**config.mk**
```make
export PLATFORM = sky130hd
export DESIGN_NAME = strobe_generator_multi
export DESIGN_NICKNAME = d
export VERILOG_FILES = /design/src/rtl/strobe_generator_multi.sv
export SDC_FILE = /design/constraint.sdc
export NUM_CORES = 1
export LEC_CHECK = 0
export CAP_MARGIN = 20
export CORE_ASPECT_RATIO = 2
export CORE_MARGIN = 8
export CORE_UTILIZATION = 35
export CTS_CLUSTER_SIZE = 16
export DETAILED_ROUTE_END_ITERATION = 10
export MAX_ROUTING_LAYER = met4
export PLACE_DENSITY = 0.51
export SYNTH_ARGS = -nofsm -noshare
export SYNTH_HDL_FRONTEND = slang
export SYNTH_SLANG_ARGS = --single-unit
export TNS_END_PERCENT = 50
```
**constraint.sdc**
```tcl
create_clock -name Clock -period 5.05 [get_ports Clock]
set_input_delay 1.2625 -clock Clock [delete_from_list [all_inputs] [get_ports Clock]]
set_output_delay 1.2625 -clock Clock [all_outputs]
set_load 0.02 [all_outputs]
```
**src/rtl/strobe_generator_multi.sv**
```systemverilog
// Multi-channel strobe generator: one shared free-running base counter, per-channel
// continuous or counted-burst strobes at a fixed (optionally staggered) phase.
//
// state | meaning
// IDLE  | channel stopped, no strobes
// CONT  | continuous run while Enable_i[k] is held
// BURST | counted run, Remaining strobes left
`timescale 1ns/1ps
module strobe_generator_multi #(
  parameter real CLOCK_HZ  = 10_000_000.0,
  parameter int  PERIOD_NS = 1000,
  parameter int  CHANNELS  = 4,
  parameter int  STAGGER   = 1,
  parameter int  BURST_W   = 8
) (
  input  logic                Clock,
  input  logic                Reset,
  input  logic [CHANNELS-1:0] Enable_i,
  input  logic [CHANNELS-1:0] Start_i,
  input  logic [BURST_W-1:0]  Burst_i,
  output logic [CHANNELS-1:0] Strobe_o,
  output logic [CHANNELS-1:0] Busy_o,
  output logic [CHANNELS-1:0] Done_o
);

  localparam int TICKS = $rtoi(CLOCK_HZ * real'(PERIOD_NS) / 1.0e9 + 0.5);
  localparam int WIDTH = ($clog2(TICKS) < 1) ? 1 : $clog2(TICKS);
  localparam logic [WIDTH-1:0] LAST = WIDTH'(TICKS - 1);

  typedef enum logic [1:0] {IDLE, CONT, BURST} state_t;

  logic [WIDTH-1:0] count;

  // Never gated, so every channel stays phase-locked to the others.
  always_ff @(posedge Clock or posedge Reset) begin
    if (Reset)
      count <= '0;
    else if (count == LAST)
      count <= '0;
    else
      count <= count + WIDTH'(1);
  end

  for (genvar k = 0; k < CHANNELS; k++) begin : g_ch
    localparam int OFF_INT = (STAGGER != 0) ? (k * TICKS) / CHANNELS : TICKS - 1;
    localparam logic [WIDTH-1:0] OFFSET = WIDTH'(OFF_INT);

    state_t             state, state_n;
    logic [BURST_W-1:0] rem, rem_n;
    logic               strobe_q, strobe_n;
    logic               done_q, done_n;
    logic               match;

    assign match = (count == OFFSET);

    always_ff @(posedge Clock or posedge Reset) begin
      if (Reset) begin
        state    <= IDLE;
        rem      <= '0;
        strobe_q <= 1'b0;
        done_q   <= 1'b0;
      end else begin
        state    <= state_n;
        rem      <= rem_n;
        strobe_q <= strobe_n;
        done_q   <= done_n;
      end
    end

    always_comb begin
      state_n  = state;
      rem_n    = rem;
      strobe_n = 1'b0;
      done_n   = 1'b0;
      unique case (state)
        IDLE: begin
          if (Enable_i[k]) begin
            state_n = CONT;
          end else if (Start_i[k]) begin
            if (Burst_i != '0) begin
              state_n = BURST;
              rem_n   = Burst_i;
            end else begin
              done_n = 1'b1;
            end
          end
        end
        CONT: begin
          if (!Enable_i[k])
            state_n = IDLE;
          else
            strobe_n = match;
        end
        BURST: begin
          // Enable overrides a running burst; the burst is abandoned without Done.
          if (Enable_i[k]) begin
            state_n  = CONT;
            strobe_n = match;
          end else if (match) begin
            strobe_n = 1'b1;
            rem_n    = rem - BURST_W'(1);
            if (rem == BURST_W'(1)) begin
              state_n = IDLE;
              done_n  = 1'b1;
            end
          end
        end
        default: state_n = IDLE;
      endcase
    end

    assign Strobe_o[k] = strobe_q;
    assign Done_o[k]   = done_q;
    assign Busy_o[k]   = (state != IDLE);
  end

endmodule

```
## Word-level counts from Yosys, hierarchy flattened

Index checks and enable logic that the tools add are counted.

| operators by class | value |
|---|---|
| add/sub/neg operators | 5 |
| eq/ne operators | 56 |
| multiplexer cells | 92 |
| reductions and logical operators | 22 |

Operators by type and width:

| kind | number |
|---|---|
| 2-to-1 mux 8 bit | 17 |
| case mux 8 bit (2 select lines) | 4 |
| 2-to-1 mux 2 bit | 25 |
| inequality test 2 bit (second input constant) | 24 |
| inequality test 3 bit (second input constant) | 16 |
| 2-to-1 mux 1 bit | 33 |
| == test 8 x 1 -> 1 bit (second input constant) | 4 |
| subtractor 8 x 1 -> 8 bit (second input constant) | 4 |
| case mux 2 bit (3 select lines) | 4 |
| AND reduction 6 bit | 4 |
| AND reduction 5 bit | 4 |
| case mux 1 bit (2 select lines) | 8 |
| nonzero test 2 bit | 8 |
| == test 2 x 1 -> 1 bit (second input constant) | 4 |
| == test 2 bit (second input constant) | 4 |
| == test 4 x 3 -> 1 bit (second input constant) | 2 |
| logical NOT 2 bit | 4 |
| nonzero test 8 bit | 1 |
| adder 4 x 1 -> 4 bit (second input constant) | 1 |
| == test 4 x 2 -> 1 bit (second input constant) | 1 |
| == test 4 bit (second input constant) | 1 |
| logical NOT 4 bit | 1 |
| 2-to-1 mux 4 bit | 1 |

| word-level totals | value |
|---|---|
| register bits after elaboration | 52 |
| bits of input ports | 18 |
| output and inout bits | 12 |
| word-level logic and storage cells | 192 |

## Logic depth before layout (Yosys ltp)

Gate-level depths: netlist of the first run.

| depth | value |
|---|---|
| depth in word-level cells | 5 |
| depth in mapped cells | 8 |
| gate-level depth less buffers | 6 |

## Worst setup path after synthesis of the first run

OpenSTA, ideal clock, no wires.

| path | value |
|---|---|
| kind | input to register |
| start | input Burst_i[2] |
| end | register g_ch[1].rem[6] |
| setup time | 121 ps |
| arrival | 2732 ps |
| required time | 4929 ps |
| path slack | 2197 ps |
| stages on the path | 6 |
| path through | or4_4 buf_6 o311a_1 and2_1 buf_6 a22o_1 |

| on the way | value |
|---|---|
| word-level cells in the longest chain between the ends | 3 |

RTL lines:

| element | line | RTL |
|---|---|---|
| start, declared | 20 | `input logic [BURST_W-1:0] Burst_i,` |
| nonzero test 8 bit | 80 | `if (Burst_i != '0) begin` |
| inequality test 2 bit (no source line) | -- |  |
| AND reduction 6 bit (no source line) | -- |  |
| end signal, assigned | 64 | `rem <= rem_n;` |
| end, declared | 49 | `logic [BURST_W-1:0] rem, rem_n;` |

No other way between the ends.
A chain may end at the register's enable or synchronous reset.

## Worst setup path after layout of the first run

| path | value |
|---|---|
| start | input Burst_i[5] |
| end | register g_ch[1].rem[6] |

Same word-level chain as after synthesis.

==> qor.json, run 1 <==
{
  "cts_root_buffer": "sky130_fd_sc_hd__clkbuf_16",
  "power_switching_share": 0.444,
  "cts_repair_resize_count": 0,
  "pwr-share-seq": 0.337,
  "power.net_switching_mw": 1.00,
  "setup.worst_path.start_class": "input port",
  "drt_wl_total_mm": 10.2,
  "die_w_um": 87.5,
  "track_usage": 0.155,
  "antenna_violations_before_repair": 0,
  "fmaxAchievable_mhz": 287,
  "timing.critical_path.required_ns": 5.24,
  "dr.first_iter.drc_count": 205,
  "detail-route-antenna-nets": 0,
  "synth.distinct_cells": 60,
  "max_slew.worst_pin.slew_ns": 0.877,
  "multiInputGateArea_sq_mm": 0.00197,
  "routed-via-count": 3232,
  "worst_clock_skew_ns": 0.00639,
  "synthesis.area_sq_mm": 0.00358,
  "count_of_antenna_diodes_in_the_layout": 0,
  "dp_slack_ns": 1.24,
  "post_cts_hold_buffer_count": 0,
  "mostFrequentLayoutCells": "sky130_fd_sc_hd__dfrtp_1, sky130_fd_sc_hd__inv_1, sky130_fd_sc_hd__o21ai_0, sky130_fd_sc_hd__clkdlybuf4s50_1",
  "intPower_mw": 1.26,
  "final_hold_viol_count": 0,
  "setup_viol": 0,
  "synth_edf_count": 0,
  "max-slew-margin-rel": 0.407,
  "post-synth-top-area-cell": "sky130_fd_sc_hd__dfrtp_1",
  "cellPowerDensity_mw_per_mm2": 556,
  "crit_path_max_fo": 12,
  "vias_per_cell": 5.75,
  "drv.max_cap_violation_count": 0,
  "finish.instance_area_sq_mm": 0.00406,
  "dp_cells": 554,
  "yosys_register_bits": 52,
  "fin_nets": 464,
  "first_pass_grt_wire_length_mm": 16.6,
  "layout.area.seq_sq_mm": 0.00130,
  "placement_rows": 52,
  "timing_max_transition_violations_final": 0,
  "setup_slack_ns": 1.56,
  "total_leakage_power_nw": 1.61,
  "synth_top_area_frac": 0.364,
  "rsz0062_at_grt": "false",
  "detailedRoute.firstPassIterationCount": 4,
  "layout-drive-gt1-share": 0.0562,
  "p_comb_frac": 0.487,
  "synth_sequential_area_ratio": 0.364,
  "fin_total_pwr_mw": 2.26,
  "area_growth_pct": 13.6,
  "clock_latency_ns": 0.29,
  "clk_transition_reported_paths_ns": 0.07,
  "cts_max_level": 2,
  "post-route-period-util": 0.691,
  "post_synth.cell_area_avg_sq_um": 8.60,
  "synth_warnings": 0,
  "ys_top_cells_by_area": "sky130_fd_sc_hd__dfrtp_1, sky130_fd_sc_hd__ha_1, sky130_fd_sc_hd__o21ai_0, sky130_fd_sc_hd__inv_1, sky130_fd_sc_hd__nand3_1",
  "status": "finished clean",
  "power.clock.fraction": 0.176,
  "min_path_type": "reg2reg",
  "cts_tree": "built",
  "design.die.area_sq_mm": 0.0139,
  "worst_ir_drop_vdd_mv": 0.231,
  "async_reset_ff_frac": 1.00,
  "avgRoutedWirePerCell_um": 18.1,
  "dpl.hpwl_mm": 7.49,
  "placed_cell_area_sq_mm": 0.00390,
  "critical_path_sink_type": "register",
  "cts_num_sinks": 52,
  "design.core.area_sq_mm": 0.0100,
  "final_common_cell": "sky130_fd_sc_hd__dfrtp_1",
  "hold_ws_ns": 0.513,
  "setup_total_negative_slack_ns": 0,
  "worst_ep_arrival_time_ns": 3.68,
  "cts-buffers-inserted": 5,
  "fin_cells": 562,
  "dieHeight_um": 159,
  "postLayoutCoreUtil": 0.406,
  "via_count_of_the_first_global_routing_pass": 3310,
  "remaining_drc_errors": 0,
  "post_cts_buffers": 0,
  "num-fill-cells": 1090,
  "timing_worst_setup_path_type": "in2reg",
  "port-buffer-count": 29,
  "post-route-min-period_ns": 3.49,
  "grt_max_degree": 31,
  "netlist_instances": 416,
  "floorplan.io_pins": 30,
  "dominantRegCellSynth": "sky130_fd_sc_hd__dfrtp_1",
  "start_util": 0.357,
  "clock_path_buffers": 2,
  "gp_routability_congestion": 0.930,
  "synth_fp_nets": 454,
  "global_route.overflow_total": 0
}
==> cell type report <==
cell class | count | share of cell area
well taps | 135 | 0.0416
repair buffers | 31 | 0.0751
multi-input cells | 297 | 0.486
flip-flops and latches | 52 | 0.320
clock buffers | 5 | 0.0308
clock inverters | 3 | 0.0105
inverters | 39 | 0.0360
==> state kept, by name (all words and copies together) (netlist names) <==
signal         count
count              4
g_ch.done_q        4
g_ch.rem          32
g_ch.state         8
g_ch.strobe_q      4
==> path summary, 6_finish.rpt <==
path / from / to / slack [ns] / depth (start not counted)
max in group asynchronous: Reset / g_ch[2].state[1] / 2.93 / 3
max reg2reg: g_ch[3].state[0] / g_ch[3].rem[7] / 2.31 / 6
min: g_ch[1].rem[6] / g_ch[1].rem[6] / 0.51 / 1
max: Burst_i[5] / g_ch[1].rem[6] / 1.56 / 5
min in group asynchronous: Reset / g_ch[2].done_q / 1.31 / 2
min reg2reg: g_ch[1].rem[6] / g_ch[1].rem[6] / 0.51 / 1
==> cells in the mapped netlist, types with 8 or more instances <==
cell	n
sky130_fd_sc_hd__nor2_1	26
sky130_fd_sc_hd__a21oi_1	18
sky130_fd_sc_hd__nand2b_1	8
sky130_fd_sc_hd__buf_4	8
sky130_fd_sc_hd__nand2_1	23
sky130_fd_sc_hd__nand3_1	26
sky130_fd_sc_hd__clkbuf_1	14
sky130_fd_sc_hd__o21ai_0	30
sky130_fd_sc_hd__nor3_1	9
sky130_fd_sc_hd__dfrtp_1	52
sky130_fd_sc_hd__inv_1	38
sky130_fd_sc_hd__ha_1	20
sky130_fd_sc_hd__a31oi_1	18
==> routing by layer <==
metal	track usage	share of wire	up-vias
met4	0.0687	0.031	0
met2	0.281	0.55	54
met3	0.0165	0.022	19
met5	-	0	-
met1	0.159	0.40	1592
li1	-	-	1567
==> cell families after synthesis <==
family / count (synthesis) / synth area share
XOR/XNOR: 1 / 0.00245
AO/OA/AOI/OAI: 128 / 0.242
adder cells (fa/ha/maj): 20 / 0.0700
AND/OR/NAND/NOR: 141 / 0.216
flip-flops: 52 / 0.364
buffers and inverters: 67 / 0.0843
multiplexers: 7 / 0.0210
==> power groups by stage <==
stage | Combinational, mW | Sequential [mW] | Clock, mW
6_report | 1.10 | 0.760 | 0.398
4_1_cts | 1.10 | 0.754 | 0.411
5_1_grt | 1.24 | 0.787 | 0.420
3_5_place_dp | 1.10 | 0.761 | 0
2_1_floorplan | 0.856 | 0.705 | 0
3_3_place_gp | 1.10 | 0.758 | 0
==> critical path: stages <==
cell                              delay, ns
sky130_fd_sc_hd__clkdlybuf4s50_1       0.56
sky130_fd_sc_hd__or4_1                 0.78
sky130_fd_sc_hd__o311a_1               0.53
sky130_fd_sc_hd__and2_1                0.32
sky130_fd_sc_hd__a22o_1                0.23
(Power assumes the default switching activity.)
==> run 2, diff against run 1 <==
Clock period 5.05 ns to 3.65 ns, I/O delays scaled along.
==> qor.json, run 2 (same netlist as run 1, synthesis figures left out) <==
{
  "vias_per_cell": {"value": 5.80, "change": "+0.84%"},
  "post_cts_buffers": {"value": 0, "change": "unchanged"},
  "reg2reg_slack": {"value": 1.20, "unit": "ns", "change": "-1.11 ns"},
  "grt_max_degree": {"value": 23, "change": "-26%"},
  "layout.area.seq": {"value": 0.00130, "unit": "sq mm", "change": "unchanged"},
  "port-buffer-count": {"value": 29, "change": "unchanged"},
  "gp_routability_congestion": {"value": 0.853, "change": "-8.2%"},
  "max_slew.worst_pin.slew": {"value": 0.807, "unit": "ns", "change": "-0.0700 ns"},
  "die_w": {"value": 87.5, "unit": "um", "change": "unchanged"},
  "fmaxAchievable_mhz": 343,
  "cts_max_level": {"value": 2, "change": "unchanged"},
  "clock_latency": {"value": 0.30, "unit": "ns", "change": "about the same"},
  "worst_ep_arrival_time": {"value": 3.10, "unit": "ns", "change": "-0.58 ns"},
  "dpl.hpwl": {"value": 7.84, "unit": "mm", "change": "+4.7%"},
  "fin_nets": {"value": 475, "change": "+2.4%"},
  "worstRegToRegCells": {"value": 7, "change": "+1"},
  "setup_total_negative_slack": {"value": 0, "unit": "ns", "change": "unchanged"},
  "count_of_antenna_diodes_in_the_layout": {"value": 0, "change": "unchanged"},
  "timing_max_transition_violations_final": {"value": 0, "change": "unchanged"},
  "area_growth_pct": 15.8,
  "worstHoldEndpoint": "g_ch[1].rem[6]",
  "worst_ir_drop_vdd": {"value": 0.311, "unit": "mV", "change": "+34%"},
  "largest_register": "g_ch.rem",
  "timing.hold.worst.start": "g_ch[1].rem[6]",
  "drv.max_cap_violation_count": {"value": 0, "change": "unchanged"},
  "routed-via-count": {"value": 3323, "change": "+2.8%"},
  "post-route-period-util": 0.799,
  "track_usage": {"value": 0.166, "change": "+0.0114"},
  "timing_worst_setup_path_type": "in2reg",
  "min_path_type": "reg2reg",
  "post_cts_hold_buffer_count": {"value": 0, "change": "unchanged"},
  "detailedRoute.firstPassIterationCount": {"value": 5, "change": "+1"},
  "drt_wl_total": {"value": 10.6, "unit": "mm", "change": "+4.5%"},
  "largest_register_ffs": {"value": 32, "change": "unchanged"},
  "critical_path_sink_type": "register",
  "multiInputGateArea": {"value": 0.00197, "unit": "sq mm", "change": "unchanged"},
  "avgRoutedWirePerCell": {"value": 18.6, "unit": "um", "change": "+2.5%"},
  "rsz0062_at_grt": "false",
  "cts-buffers-inserted": {"value": 5, "change": "unchanged"},
  "final_hold_viol_count": {"value": 0, "change": "unchanged"},
  "r2r-start": "g_ch[3].state[0]",
  "design.die.area": {"value": 0.0139, "unit": "sq mm", "change": "unchanged"},
  "via_count_of_the_first_global_routing_pass": {"value": 3408, "change": "+3.0%"},
  "start_util": {"value": 0.357, "change": "unchanged"},
  "crit_path_max_fo": {"value": 11, "change": "-1"},
  "worst_clock_skew": {"value": 0.00268, "unit": "ns", "change": "-0.00372 ns"},
  "crit-reg2reg-capture": "g_ch[3].rem[7]",
  "first_pass_grt_wire_length": {"value": 17.5, "unit": "mm", "change": "+5.7%"},
  "clk_transition_reported_paths": {"value": 0.07, "unit": "ns", "change": "about the same"},
  "design.core.area": {"value": 0.0100, "unit": "sq mm", "change": "unchanged"},
  "top_regs": "g_ch.rem x32, g_ch.state x8",
  "timing.critical_path.required": {"value": 3.83, "unit": "ns", "change": "-1.41 ns"},
  "total_leakage_power": {"value": 1.67, "unit": "nW", "change": "+3.4%"},
  "setup_viol": {"value": 0, "change": "unchanged"},
  "count_of_cells_along_the_worst_hold_path": {"value": 1, "change": "unchanged"},
  "cts_root_buffer": "sky130_fd_sc_hd__clkbuf_16",
  "cts_repair_resize_count": {"value": 0, "change": "unchanged"},
  "final_common_cell": "sky130_fd_sc_hd__dfrtp_1",
  "antenna_violations_before_repair": {"value": 0, "change": "unchanged"},
  "mostFrequentLayoutCells": "sky130_fd_sc_hd__dfrtp_1, sky130_fd_sc_hd__inv_1, sky130_fd_sc_hd__o21ai_0, sky130_fd_sc_hd__clkdlybuf4s50_1",
  "status": "finished clean",
  "detail-route-antenna-nets": {"value": 0, "change": "unchanged"},
  "cts_num_sinks": {"value": 52, "change": "unchanged"},
  "num-fill-cells": {"value": 1055, "change": "-3.2%"},
  "cellPowerDensity": {"value": 765, "unit": "mW/mm^2", "change": "+38%"},
  "fin_cells": {"value": 573, "change": "+2.0%"},
  "dp_cells": {"value": 565, "change": "+2.0%"},
  "layout-drive-gt1-share": {"value": 0.0776, "change": "+0.0214"},
  "post-route-min-period_ns": 2.92,
  "global_route.overflow_total": {"value": 0, "change": "unchanged"},
  "floorplan.io_pins": {"value": 30, "change": "unchanged"},
  "postLayoutCoreUtil": {"value": 0.413, "change": "+0.00787"},
  "cts_tree": "built",
  "setup.worst_path.start_class": "input port",
  "remaining_drc_errors": {"value": 0, "change": "unchanged"},
  "dr.first_iter.drc_count": {"value": 190, "change": "-7.3%"},
  "clock_path_buffers": {"value": 2, "change": "unchanged"},
  "placement_rows": {"value": 52, "change": "unchanged"},
  "max-slew-margin-rel": {"value": 0.454, "change": "+0.0473"},
  "dieHeight": {"value": 159, "unit": "um", "change": "unchanged"}
}
-- run 2: worst max path at each step --
stage,start,end,slack (ns),depth (start not counted)
CTS,Burst_i[6],g_ch[1].rem[6],0.75,5
global placement,Burst_i[6],g_ch[1].rem[6],0.47,5
global route,Burst_i[6],g_ch[0].rem[1],0.64,5
detailed placement,Burst_i[6],g_ch[1].rem[6],0.42,5
floorplan,Burst_i[2],g_ch[1].rem[6],1.15,6
finish,Burst_i[6],g_ch[2].rem[7],0.73,6
-- run 2: through the flow --
step | hold WS [ns] | area, sq um | setup WS [ns] | power [mW]
after detailed placement | 0.514 | 3980 | 0.424 | 2.61
after global routing | 0.546 | 4140 | 0.637 | 3.44
after global placement | 0.499 | 3980 | 0.470 | 2.59
after floorplan | 0.474 | 3580 | 1.15 | 2.16
final | 0.536 | 4140 | 0.734 | 3.17
after CTS | 0.537 | 4140 | 0.748 | 3.18
-- run 2: where the power goes --
group / leakage [nW] / total [mW] / internal, mW / switching, mW
Combinational: 0.953 / 1.56 / 0.638 / 0.925
Sequential: 0.632 / 1.05 / 0.801 / 0.250
Clock: 0.0808 / 0.555 / 0.324 / 0.231
-- run 2: area by class of cell --
cell class | count | share of cell area
multi-input combinational | 297 | 0.477
sequential | 52 | 0.314
timing repair buffer | 42 | 0.0936
tap | 135 | 0.0408
inverter | 39 | 0.0353
clock buffer | 6 | 0.0311
clock inverter | 2 | 0.00846
-- run 2: metal layers --
metal  vias up  GRT usage  routed length [um]
met2        67      0.287                5760
met1      1642      0.172                4020
li1       1591          -                   -
met4         0     0.0908                 452
met5         -          -                   0
met3        23     0.0269                 401
-- run 2: worst max-delay path, cell delays in order --
cell and delay, ns:
sky130_fd_sc_hd__clkdlybuf4s50_1 0.52, sky130_fd_sc_hd__or4_1 0.78, sky130_fd_sc_hd__o311ai_0 0.40, sky130_fd_sc_hd__buf_4 0.25, sky130_fd_sc_hd__o32a_1 0.16, sky130_fd_sc_hd__nand3_1 0.07
